==> src/rtl/fb_porta_arbiter_if.sv <==
`default_nettype none
// ============================================================================
//  Module      : fb_porta_arbiter_if
//  Description : Bus bundle for framebuffer port A. It carries the CPU
//                request/response, the fill-engine control and the BSRAM
//                port-A pins.
//  Revision    : 1.0  initial release
// ============================================================================
interface fb_porta_arbiter_if #(
    parameter int ADDR_W = 11,
    parameter int DATA_W = 8
);
    logic              cpu_req;
    logic              cpu_we;
    logic [ADDR_W-1:0] cpu_addr;
    logic [DATA_W-1:0] cpu_wdata;
    logic              cpu_gnt;
    logic              cpu_rvalid;
    logic [DATA_W-1:0] cpu_rdata;
    logic              fill_start;
    logic [ADDR_W-1:0] fill_base;
    logic [ADDR_W:0]   fill_len;
    logic [DATA_W-1:0] fill_value;
    logic              fill_busy;
    logic              fill_done;
    logic              bram_cea;
    logic              bram_ocea;
    logic              bram_wrea;
    logic [ADDR_W-1:0] bram_ada;
    logic [DATA_W-1:0] bram_dina;
    logic [DATA_W-1:0] bram_douta;

    // Arbiter side
    modport slave (
        input  cpu_req, cpu_we, cpu_addr, cpu_wdata,
        input  fill_start, fill_base, fill_len, fill_value,
        input  bram_douta,
        output cpu_gnt, cpu_rvalid, cpu_rdata,
        output fill_busy, fill_done,
        output bram_cea, bram_ocea, bram_wrea, bram_ada, bram_dina
    );

    // Requester / memory side
    modport master (
        output cpu_req, cpu_we, cpu_addr, cpu_wdata,
        output fill_start, fill_base, fill_len, fill_value,
        output bram_douta,
        input  cpu_gnt, cpu_rvalid, cpu_rdata,
        input  fill_busy, fill_done,
        input  bram_cea, bram_ocea, bram_wrea, bram_ada, bram_dina
    );
endinterface
`default_nettype wire

==> src/rtl/fb_porta_arbiter.sv <==
`default_nettype none
// ============================================================================
//  Module      : fb_porta_arbiter
//  Description : Owns framebuffer BSRAM port A. Each cycle it grants at most
//                one access, either to the CPU or to the constant-byte fill
//                engine. A streak counter makes sure that a pending fill still
//                gets a slot under continuous CPU load.
//  Revision    : 1.0  initial release
// ============================================================================
module fb_porta_arbiter #(
    parameter int ADDR_W     = 11,
    parameter int DATA_W     = 8,
    parameter int STARVE_MAX = 2
) (
    input  wire logic           clka,
    input  wire logic           reseta,
    fb_porta_arbiter_if.slave   bus
);
    localparam int c_STRK_W = (STARVE_MAX < 1) ? 1 : $clog2(STARVE_MAX + 1);
    localparam logic [c_STRK_W-1:0] c_STARVE = c_STRK_W'(STARVE_MAX);
    localparam logic [ADDR_W:0]     c_REM_ONE = (ADDR_W + 1)'(1);

    localparam logic [0:0] c_S_IDLE = 1'b0;
    localparam logic [0:0] c_S_FILL = 1'b1;

    logic [0:0]          r_state;
    logic [0:0]          w_state_nxt;
    logic [ADDR_W-1:0]   r_ptr;
    logic [ADDR_W:0]     r_rem;
    logic [DATA_W-1:0]   r_value;
    logic [c_STRK_W-1:0] r_streak;
    logic                r_done;
    logic                r_rvalid;

    logic w_busy;
    logic w_fill_slot;
    logic w_cpu_gnt;
    logic w_last;
    logic w_accept;
    logic w_len_zero;

    // The fill takes the slot when the CPU is idle or has used up its streak.
    assign w_busy      = (r_state == c_S_FILL);
    assign w_fill_slot = w_busy & (~bus.cpu_req | (r_streak == c_STARVE));
    assign w_cpu_gnt   = bus.cpu_req & ~w_fill_slot;
    assign w_last      = w_fill_slot & (r_rem == c_REM_ONE);
    assign w_accept    = ~w_busy & bus.fill_start;
    assign w_len_zero  = (bus.fill_len == '0);

    assign bus.cpu_gnt    = w_cpu_gnt;
    assign bus.cpu_rvalid = r_rvalid;
    assign bus.cpu_rdata  = bus.bram_douta;
    assign bus.fill_busy  = w_busy;
    assign bus.fill_done  = r_done;
    assign bus.bram_ocea  = 1'b1;

    // State register
    always_ff @(posedge clka or posedge reseta) begin
        if (reseta) begin
            r_state <= c_S_IDLE;
        end else begin
            r_state <= w_state_nxt;
        end
    end

    // Next-state: enter FILL on a non-empty start, leave on the final write
    always_comb begin
        w_state_nxt = r_state;
        case (r_state)
            c_S_IDLE: if (w_accept && !w_len_zero) w_state_nxt = c_S_FILL;
            c_S_FILL: if (w_last)                  w_state_nxt = c_S_IDLE;
            default:                               w_state_nxt = c_S_IDLE;
        endcase
    end

    // Port-A pin drive for whichever requester owns this cycle
    always_comb begin
        bus.bram_cea  = 1'b0;
        bus.bram_wrea = 1'b0;
        bus.bram_ada  = '0;
        bus.bram_dina = '0;
        if (w_fill_slot) begin
            bus.bram_cea  = 1'b1;
            bus.bram_wrea = 1'b1;
            bus.bram_ada  = r_ptr;
            bus.bram_dina = r_value;
        end else if (w_cpu_gnt) begin
            bus.bram_cea  = 1'b1;
            bus.bram_wrea = bus.cpu_we;
            bus.bram_ada  = bus.cpu_addr;
            bus.bram_dina = bus.cpu_wdata;
        end
    end

    // Fill pointer/remaining count, streak, done pulse and read-valid pipeline
    always_ff @(posedge clka or posedge reseta) begin
        if (reseta) begin
            r_ptr    <= '0;
            r_rem    <= '0;
            r_value  <= '0;
            r_streak <= '0;
            r_done   <= 1'b0;
            r_rvalid <= 1'b0;
        end else begin
            r_rvalid <= w_cpu_gnt & ~bus.cpu_we;
            r_done   <= w_last | (w_accept & w_len_zero);

            if (w_accept && !w_len_zero) begin
                r_ptr   <= bus.fill_base;
                r_rem   <= bus.fill_len;
                r_value <= bus.fill_value;
            end else if (w_fill_slot) begin
                r_ptr <= r_ptr + 1'b1;
                r_rem <= r_rem - c_REM_ONE;
            end

            if (!w_busy || w_fill_slot) begin
                r_streak <= '0;
            end else if (w_cpu_gnt) begin
                r_streak <= r_streak + 1'b1;
            end
        end
    end
endmodule
`default_nettype wire

==> src/flat_wrapper.sv <==
// flat-port wrapper written by rule: the top's interface ports become plain ports
module fb_porta_arbiter_flat 
#(
    parameter int ADDR_W     = 11,
    parameter int DATA_W     = 8,
    parameter int STARVE_MAX = 2
)
  (clka, reseta, bus_cpu_req, bus_cpu_we, bus_cpu_addr, bus_cpu_wdata, bus_fill_start, bus_fill_base, bus_fill_len, bus_fill_value, bus_bram_douta, bus_cpu_gnt, bus_cpu_rvalid, bus_cpu_rdata, bus_fill_busy, bus_fill_done, bus_bram_cea, bus_bram_ocea, bus_bram_wrea, bus_bram_ada, bus_bram_dina);
  fb_porta_arbiter_if #(.ADDR_W(ADDR_W), .DATA_W(DATA_W)) bus_i ();
  input  wire logic clka;
  input  wire logic reseta;
  input wire logic [$bits(bus_i.cpu_req)-1:0] bus_cpu_req;
  input wire logic [$bits(bus_i.cpu_we)-1:0] bus_cpu_we;
  input wire logic [$bits(bus_i.cpu_addr)-1:0] bus_cpu_addr;
  input wire logic [$bits(bus_i.cpu_wdata)-1:0] bus_cpu_wdata;
  input wire logic [$bits(bus_i.fill_start)-1:0] bus_fill_start;
  input wire logic [$bits(bus_i.fill_base)-1:0] bus_fill_base;
  input wire logic [$bits(bus_i.fill_len)-1:0] bus_fill_len;
  input wire logic [$bits(bus_i.fill_value)-1:0] bus_fill_value;
  input wire logic [$bits(bus_i.bram_douta)-1:0] bus_bram_douta;
  output wire logic [$bits(bus_i.cpu_gnt)-1:0] bus_cpu_gnt;
  output wire logic [$bits(bus_i.cpu_rvalid)-1:0] bus_cpu_rvalid;
  output wire logic [$bits(bus_i.cpu_rdata)-1:0] bus_cpu_rdata;
  output wire logic [$bits(bus_i.fill_busy)-1:0] bus_fill_busy;
  output wire logic [$bits(bus_i.fill_done)-1:0] bus_fill_done;
  output wire logic [$bits(bus_i.bram_cea)-1:0] bus_bram_cea;
  output wire logic [$bits(bus_i.bram_ocea)-1:0] bus_bram_ocea;
  output wire logic [$bits(bus_i.bram_wrea)-1:0] bus_bram_wrea;
  output wire logic [$bits(bus_i.bram_ada)-1:0] bus_bram_ada;
  output wire logic [$bits(bus_i.bram_dina)-1:0] bus_bram_dina;
  assign bus_i.cpu_req = bus_cpu_req;
  assign bus_i.cpu_we = bus_cpu_we;
  assign bus_i.cpu_addr = bus_cpu_addr;
  assign bus_i.cpu_wdata = bus_cpu_wdata;
  assign bus_i.fill_start = bus_fill_start;
  assign bus_i.fill_base = bus_fill_base;
  assign bus_i.fill_len = bus_fill_len;
  assign bus_i.fill_value = bus_fill_value;
  assign bus_i.bram_douta = bus_bram_douta;
  assign bus_cpu_gnt = bus_i.cpu_gnt;
  assign bus_cpu_rvalid = bus_i.cpu_rvalid;
  assign bus_cpu_rdata = bus_i.cpu_rdata;
  assign bus_fill_busy = bus_i.fill_busy;
  assign bus_fill_done = bus_i.fill_done;
  assign bus_bram_cea = bus_i.bram_cea;
  assign bus_bram_ocea = bus_i.bram_ocea;
  assign bus_bram_wrea = bus_i.bram_wrea;
  assign bus_bram_ada = bus_i.bram_ada;
  assign bus_bram_dina = bus_i.bram_dina;
  fb_porta_arbiter #(.ADDR_W(ADDR_W), .DATA_W(DATA_W), .STARVE_MAX(STARVE_MAX)) u_core (.clka(clka), .reseta(reseta), .bus(bus_i));
endmodule
==> config.mk <==
export PLATFORM = sky130hd
export DESIGN_NAME = fb_porta_arbiter_flat
export DESIGN_NICKNAME = d
export VERILOG_FILES = /design/src/rtl/fb_porta_arbiter_if.sv /design/src/rtl/fb_porta_arbiter.sv /design/src/flat_wrapper.sv
export SDC_FILE = /design/constraint.sdc
export NUM_CORES = 1
export LEC_CHECK = 0
export BUFFER_PORTS_ARGS = -buffer_cell sky130_fd_sc_hd__buf_4
export CAP_MARGIN = 20
export CORE_ASPECT_RATIO = 0.5
export CORE_UTILIZATION = 38
export CTS_BUF_LIST = sky130_fd_sc_hd__clkbuf_2 sky130_fd_sc_hd__clkbuf_4 sky130_fd_sc_hd__clkbuf_8
export DETAILED_ROUTE_END_ITERATION = 12
export HOLD_SLACK_MARGIN = 0.03
export PLACE_DENSITY = 0.68
export SLEW_MARGIN = 0
export SYNTH_ARGS = -nofsm -noshare
export SYNTH_HDL_FRONTEND = slang
export SYNTH_SLANG_ARGS = --single-unit
export TNS_END_PERCENT = 5
==> constraint.sdc <==
create_clock -name clka -period 5.27 [get_ports clka]
set_input_delay 1.054 -clock clka [delete_from_list [all_inputs] [get_ports clka]]
set_output_delay 1.054 -clock clka [all_outputs]
set_load 0.02 [all_outputs]
==> Yosys cells after proc, flatten, opt, wreduce, memory -nomap -nowiden <==
Cells that the tools add are included.
{ "word_totals": {"reg_bits": 36, "input_bits": 63, "output_inout_bits": 34, "word_cells": 48} }
{ "classes": {"addsub": 3, "eq_ne": 2, "n_mux": 17, "bitwise_logic": 12, "n_reduce_logical": 7} }
{ "op_table": {"columns": ["operator", "n"], "rows": [
  ["$mux 11", 4],
  ["$mux 12", 2],
  ["$mux 8", 2],
  ["$eq 12x1->1 const B", 1],
  ["$logic_not 12->1", 1],
  ["$sub 12x1->12 const B", 1],
  ["$add 11x1->11 const B", 1],
  ["$and 1x1->1", 6],
  ["$mux 1", 6],
  ["$mux 2", 2],
  ["$not 1->1", 4],
  ["$reduce_bool 2->1", 2],
  ["$add 2x1->2 const B", 1],
  ["$eq 2x2->1 const B", 1],
  ["$logic_not 1->1", 2],
  ["$or 1x1->1", 2],
  ["$pmux 1 s2", 1],
  ["$logic_and 1x1->1", 1],
  ["$logic_or 1x1->1", 1]
]} }

==> Longest topological paths before layout <==
Gate-level depths: netlist (run 1).
{ "logic_depth": {"word_depth": 7, "depth_mapped": 9, "ltp_nobuf": 6} }

==> Worst setup path after synthesis (run 1) <==
Ideal clock, no wire load.
{ "synth_timing": {"kind": "input port to output port", "from": "in bus_cpu_req", "to": "out bus_bram_ada[7]", "arrival_ns": 2.519, "required_time_ns": 4.216, "setup_slack_ns": 1.697, "stages": 6, "path_buffers": 3, "cell_sequence": "nand2b_1 > clkbuf_1 > nand2_1 > clkbuf_1 > buf_1 > o21ai_0"} }
{ "synth_via": {"elab_chain_cells": 7} }
{ "synth_lines": {"columns": ["element", "line_no", "source"], "rows": [
  ["from (decl)", "flat_wrapper.sv:12", "input wire logic [$bits(bus_i.cpu_req)-1:0] bus_cpu_req;"],
  ["$not 1->1", "fb_porta_arbiter.sv:44", "assign w_fill_slot = w_busy & (~bus.cpu_req | (r_streak == c_STARVE));"],
  ["$or 1x1->1", "fb_porta_arbiter.sv:44", null],
  ["$and 1x1->1", "fb_porta_arbiter.sv:44", null],
  ["$not 1->1", "fb_porta_arbiter.sv:45", "assign w_cpu_gnt = bus.cpu_req & ~w_fill_slot;"],
  ["$and 1x1->1", "fb_porta_arbiter.sv:45", null],
  ["$mux 11", "fb_porta_arbiter.sv:87", "end else if (w_cpu_gnt) begin"],
  ["$mux 11 *", "fb_porta_arbiter.sv:82", "if (w_fill_slot) begin"],
  ["to (decl)", "flat_wrapper.sv:29", "output wire logic [$bits(bus_i.bram_ada)-1:0] bus_bram_ada;"]
]} }
Every way passes the cells marked *; elsewhere a longest branch is shown, timed or not.

==> Final worst setup path (run 1) <==
Same ends and word-level chain as after synthesis.

==> flow_metrics.env, run 1 <==
export IMPL_fin_nets=403
export IMPL_overflow=0
export IMPL_fin_area_um2=2880
export IMPL_worst_slew_pin_slew_ps=794
export IMPL_vias=2161
export IMPL_ir_worst_vdd_mv=0.192
export IMPL_worst_ep_arrival_time_ps=2710
export IMPL_drcViolationCount=0
export IMPL_antenna_found_initial=0
export IMPL_drv_cap=0
export IMPL_wl_per_cell_um=14.2
export IMPL_slowest_stage="nand2_1"
export IMPL_fin_crit_sh_pct=71.3
export IMPL_finalClockSkew_ps=9.09
export IMPL_cts_tree="yes"
export IMPL_synth_top_family_by_area="simple AND/OR/NAND/NOR gates"
export IMPL_synth_top_area_cell="dfrtp_1"
export IMPL_synthFlopType="dfrtp_1"
export IMPL_cts_sinks=36
export IMPL_critPathTopFamily="simple AND/OR/NAND/NOR gates"
export IMPL_cp_cell_sequence="buf_4 -> nand2b_1 -> nand2_1 -> buf_4 -> nand3_1 -> o21ai_0 -> buf_4"
export IMPL_critPathCaptureType="output pin"
export IMPL_coreArea_um2=5540
export IMPL_start_util_pct=39.8
export IMPL_die_w_um=110
export IMPL_drt_iter0_drc=118
export IMPL_synth_xor_area_share_pct=2.39
export IMPL_n_antenna_cell=0
export IMPL_synth_compound_area_share_pct=12.2
export IMPL_grt_pass1_vias=2092
export IMPL_critPathMaxStageDelay_ps=460
export IMPL_path_depth=7
export IMPL_via_per_inst=5.27
export IMPL_dpl_cell_area_um2=2770
export IMPL_chipHeight_um=55.8
export IMPL_post_dp_hpwl_mm=4.18
export IMPL_syn_nets=341
export IMPL_fill_cells=543
export IMPL_drive_above_1_share_pct=28.8
export IMPL_cp_start_kind="input pin"
export IMPL_holdWs_ps=430
export IMPL_period_needed_ps=3760
export IMPL_cp_endpoint="bus_bram_ada[7]"
export IMPL_synth_distinct_cells=44
export IMPL_synth_top_area_share_pct=40.9
export IMPL_setup_viol=0
export IMPL_post_cts_buffers=0
export IMPL_gp_congestion=0.829
export IMPL_avgSynthCellArea_um2=8.04
export IMPL_port_buffers=79
export IMPL_hp_class="reg -> reg"
export IMPL_fin_total_pwr_mw=1.52
export IMPL_slew_headroom_pct=46.9
export IMPL_final_hold_violation_count=0
export IMPL_row_count=19
export IMPL_finish_utilization_pct=52.0
export IMPL_clk_path_buf_depth=2
export IMPL_syn_inst=274
export IMPL_synth_edf_count=0
export IMPL_root_buffer="clkbuf_8"
export IMPL_ys_ff_latch=36
export IMPL_synthesis_area_um2=2200
export IMPL_powerDensity_nw_per_um2=526
export IMPL_die_area_um2=6130
export IMPL_clkTransAtPathRegs_ps=70
export IMPL_crit_path_max_fanout=23
export IMPL_reg2reg_to="u_core.r_ptr[2]$_DFFE_PP0P_"
export IMPL_synthArstFlopShare_pct=100
export IMPL_first_pass_iters=4
export IMPL_ys_seq_area_share_pct=40.9
export IMPL_r2r_cells=5
export IMPL_synth_adder_area_share_pct=2.27
export IMPL_clk_latency_ps=300
export IMPL_crit_path_start="bus_cpu_req"
export IMPL_crit_buf_inv=3
export IMPL_synthSimpleGateAreaFrac_pct=33.7
export IMPL_fmax_mhz=266
export IMPL_postCtsResizedCells=0
export IMPL_status="finished, final reports clean"
export IMPL_netlist_top_cells_area="dfrtp_1 41%, nand2_1 13%, nand3_1 7.0%, buf_4 3.1%, o21ai_0 2.7%"
export IMPL_worstSetupPathType="in -> out"
export IMPL_ios=97
export IMPL_cp_required_ps=4220
export IMPL_syn2layout_area_growth_pct=30.8
export IMPL_yosysWarnings=0
export IMPL_synth_area_mux_share_pct=0.909
export IMPL_cellLeakagePower_nw=1.37
export IMPL_detail_route_antenna_nets=0
export IMPL_crit_path_frequent_cell="buf_4"
export IMPL_htreeDepth=2
export IMPL_grt_max_degree=37
export IMPL_r2r_start="u_core.bus.fill_busy$_DFF_PP0_"
export IMPL_yosysMostFrequentCell="nand2_1"
export IMPL_wirelength_mm=5.81
export IMPL_cts_buffers=5
export IMPL_netlist_top_cells_count="75 x nand2_1, 36 x dfrtp_1, 31 x nand3_1"
export IMPL_track_usage_pct=20.2
export IMPL_rsz0062_at_grt="false"
export IMPL_cts_hold_buffers_added=0
export IMPL_slew_violations=0
export IMPL_grt_pass1_wl_mm=9.65
export IMPL_tns_ps=0
export IMPL_r2r_setup_slack_ps=2890
[area by class of cell]
class / count / area, um^2 / area share (%)
Multi-Input combinational cell: 206 / 1140 / 39.7
Sequential cell: 36 / 901 / 31.3
Timing Repair Buffer: 82 / 616 / 21.4
Tap cell: 73 / 91.3 / 3.17
Clock buffer: 6 / 76.3 / 2.65
Clock inverter: 2 / 35.0 / 1.22
Inverter: 5 / 18.8 / 0.651
[flip-flops by register name (all words and copies together) (netlist names)]
register               cells
u_core.r_rem              12
u_core.r_ptr              11
u_core.r_value             8
u_core.r_streak            2
u_core.bus.cpu_rvalid      1
u_core.bus.fill_busy       1
u_core.bus.fill_done       1
[worst min path at each step]
| stage | to | from | slack, ps | cells past startpoint |
|---|---|---|---|---|
| global placement | u_core.r_streak[0]$_DFFE_PP0P_ | u_core.r_streak[0]$_DFFE_PP0P_ | 410 | 1 |
| floorplan | u_core.r_streak[0]$_DFFE_PP0P_ | u_core.r_streak[0]$_DFFE_PP0P_ | 400 | 1 |
| detailed placement | u_core.r_streak[0]$_DFFE_PP0P_ | u_core.r_streak[0]$_DFFE_PP0P_ | 420 | 1 |
| global route | u_core.r_streak[0]$_DFFE_PP0P_ | u_core.r_streak[0]$_DFFE_PP0P_ | 450 | 1 |
| finish | u_core.r_streak[0]$_DFFE_PP0P_ | u_core.r_streak[0]$_DFFE_PP0P_ | 430 | 1 |
| CTS | u_core.r_streak[0]$_DFFE_PP0P_ | u_core.r_streak[0]$_DFFE_PP0P_ | 430 | 1 |
[per-layer routing]
metal  up-vias  routed length (um)  GRT usage (%)
met3        13                 379           5.04
met1       999                2710           27.2
met5         -                   0              0
li1       1082                   -              -
met2        67                2650           31.4
met4         0                  68           7.24
[report_power, final]
part           switching [mW]  internal, mW
registers               0.138         0.402
clock network           0.107         0.146
logic                   0.411         0.312
[kinds of logic after synthesis]
family                   count (synthesis)
XOR/XNOR                                 6
adder cells (fa/ha/maj)                  4
multiplexers                             2
other                                    1
AND/OR/NAND/NOR                        154
buffers and inverters                   32
flip-flops                              36
AO/OA/AOI/OAI                           39
[placed cells by master (no fill, tap or decap), drive strengths merged, types with 3 or more instances in the layout]
| cell | n |
|---|---|
| or3 | 4 |
| and2 | 4 |
| buf | 82 |
| nand4 | 9 |
| xor2 | 5 |
| nor4 | 4 |
| o211ai | 6 |
| inv | 5 |
| o21ai | 12 |
| nand3 | 31 |
| ha | 4 |
| dfrtp | 36 |
| o311ai | 3 |
| clkbuf | 6 |
| nor2 | 9 |
| or4 | 5 |
| nor3b | 3 |
| nand2 | 75 |
| a31oi | 7 |
[metrics by stage]
stage	std cells	worst slack [ps]
final	410	1510
after global routing	410	1350
after CTS	410	1510
after detailed placement	402	1510
after global placement	402	1570
after floorplan	274	1700
(Power assumes the default switching activity.)
==> run 2: changes to the inputs <==
PLACE_DENSITY = 0.71   (was 0.68)
clock period = 3.1 ns   (was 5.27 ns; I/O delays follow)
==> flow_metrics.env, run 2 (synthesized netlist as in run 1, its figures left out) <==
export IMPL_clk_latency_ps=300
export IMPL_tns_ps=0
export IMPL_fin_nets=404
export IMPL_critPathCaptureType="output pin"
export IMPL_cts_sinks=36
export IMPL_fin_crit_sh_pct=87.3
export IMPL_r2r_cells=4
export IMPL_wirelength_mm=6.03
export IMPL_status="finished, final reports clean"
export IMPL_fmax_mhz=369
export IMPL_grt_use_met3_pct=3.86
export IMPL_grt_pass1_wl_mm=10.2
export IMPL_post_dp_hpwl_mm=4.41
export IMPL_start_util_pct=39.8
export IMPL_layout_commonest_cell="buf_4"
export IMPL_dpl_cell_count=403
export IMPL_use_met2_pct=35.0
export IMPL_wl_per_cell_um=14.7
export IMPL_detail_route_antenna_nets=0
export IMPL_r2r_start="u_core.bus.fill_busy$_DFF_PP0_"
export IMPL_setup_viol=0
export IMPL_track_usage_pct=21.4
export IMPL_worstSetupPathType="reg -> out"
export IMPL_finalClockSkew_ps=4.97
export IMPL_ir_worst_vdd_mv=0.396
export IMPL_die_area_um2=6130
export IMPL_port_buffers=79
export IMPL_grt_max_degree=37
export IMPL_cp_start_kind="flip-flop"
export IMPL_ios=97
export IMPL_final_cell_mix="83 x buf_4, 75 x nand2_1, 36 x dfrtp_1, 31 x nand3_1, 12 x o21ai_0"
export IMPL_drcViolationCount=0
export IMPL_cts_buffers=5
export IMPL_cellLeakagePower_nw=1.36
export IMPL_root_buffer="clkbuf_8"
export IMPL_stdcell_count=410
export IMPL_slew_violations=0
export IMPL_sw_frac_of_total_pct=44.7
export IMPL_row_count=19
export IMPL_grt_pass1_vias=2228
export IMPL_crit_path_max_fanout=35
export IMPL_chipHeight_um=55.8
export IMPL_hp_class="in -> async"
export IMPL_busiest_layer="met2"
export IMPL_p_int_mw=1.38
export IMPL_coreArea_um2=5540
export IMPL_clkTransAtPathRegs_ps=70
export IMPL_cp_endpoint="bus_bram_ada[7]"
export IMPL_largest_register="u_core.r_rem"
export IMPL_cts_tree="yes"
export IMPL_pwr_share_comb_pct=49.9
export IMPL_rsz0062_at_grt="false"
export IMPL_period_needed_ps=2710
export IMPL_largest_reg_flops=12
export IMPL_clkPwrFrac_pct=13.2
export IMPL_clk_path_buf_depth=2
export IMPL_power_switching_mw=1.12
export IMPL_vias=2183
export IMPL_powerDensity_nw_per_um2=875
export IMPL_cp_required_ps=2480
export IMPL_first_pass_iters=5
export IMPL_met1_usage_pct=28.5
export IMPL_worst_ep_arrival_time_ps=2090
export IMPL_antenna_found_initial=0
export IMPL_r2r_setup_slack_ps=930
export IMPL_reg2reg_to="u_core.r_ptr[2]$_DFFE_PP0P_"
export IMPL_overflow=0
export IMPL_worst_slew_pin_slew_ps=934
export IMPL_final_hold_violation_count=0
export IMPL_largest_registers="u_core.r_rem x12, u_core.r_ptr x11, u_core.r_value x8"
export IMPL_slew_headroom_pct=37.5
export IMPL_via_per_inst=5.32
export IMPL_drv_cap=0
export IMPL_drt_iter0_drc=108
export IMPL_n_antenna_cell=0
export IMPL_cts_hold_buffers_added=0
export IMPL_crit_path_start="u_core.r_streak[0]$_DFFE_PP0P_"
export IMPL_seqPwrFrac_pct=37.0
export IMPL_drive_above_1_share_pct=29.1
export IMPL_gp_congestion=0.837
export IMPL_htreeDepth=2
export IMPL_die_w_um=110
export IMPL_syn2layout_area_growth_pct=29.9
-- run 2: changes by cell type in the layout (fill, tap and decap cells not counted) --
cell / previous run / this run
buf_4: 82 / 83
bufinv_16: 1 / 0
and2_2: 0 / 1
and2_1: 4 / 3
-- run 2: final cells by class --
class                      count  area [um^2]
clock buffer                   6         76.3
clock inverter                 1         5.00
fill                         549         2680
inverter                       5         18.8
multi-input combinational    206         1150
sequential                    36          901
tap                           73         91.3
timing repair buffer          83          623
-- run 2: per-layer routing --
| layer | up-vias | part of all wire [%] |
|---|---|---|
| li1 | 1082 | - |
| met1 | 1029 | 47 |
| met2 | 57 | 46 |
| met3 | 15 | 4.8 |
| met4 | 0 | 1.3 |
| met5 | - | 0 |
-- run 2: repair_timing --
action,4_1_cts,5_1_grt
buffers inserted,0,0
resized for setup,0,1
endpoints found under the setup margin,0,9
-- run 2: critical path, stage by stage, from the launching register on --
cell,delay [ps]
dfrtp_1,350
inv_1,50
ha_1,200
nand2b_1,310
nand2_1,170
buf_4,350
nand3_1,110
o21ai_0,90
buf_4,170
-- run 2: stage by stage --
step / power [mW] / area, um^2 / setup slack, ps / hold WS [ps] / utilization [%]
final: 2.50 / 2860 / 393 / 421 / 51.7
after global routing: 2.70 / 2860 / 211 / 458 / 51.7
after CTS: 2.51 / 2860 / 132 / 428 / 51.6
after detailed placement: 2.18 / 2780 / 237 / 419 / 50.2
after global placement: 2.12 / 2780 / 291 / 412 / 50.2
after floorplan: 1.73 / 2200 / 395 / 403 / -
-- run 2: power groups by stage --
stage,Sequential [mW],Clock [mW],Combinational [mW]
after CTS,0.918,0.335,1.26
after global routing,0.958,0.355,1.39
final,0.926,0.330,1.25
after global placement,0.912,0,1.21
after floorplan,0.842,0,0.885
after detailed placement,0.921,0,1.26
-- run 2: how the worst min path moves through the flow --
stage	slack [ps]	cells after the start	from	endpoint
final	420	3	reseta	u_core.r_ptr[9]$_DFFE_PP0P_
after global routing	460	1	u_core.r_streak[0]$_DFFE_PP0P_	u_core.r_streak[0]$_DFFE_PP0P_
after CTS	430	1	u_core.r_streak[0]$_DFFE_PP0P_	u_core.r_streak[0]$_DFFE_PP0P_
after detailed placement	420	1	u_core.r_streak[0]$_DFFE_PP0P_	u_core.r_streak[0]$_DFFE_PP0P_
after global placement	410	1	u_core.r_streak[0]$_DFFE_PP0P_	u_core.r_streak[0]$_DFFE_PP0P_
after floorplan	400	1	u_core.r_streak[0]$_DFFE_PP0P_	u_core.r_streak[0]$_DFFE_PP0P_
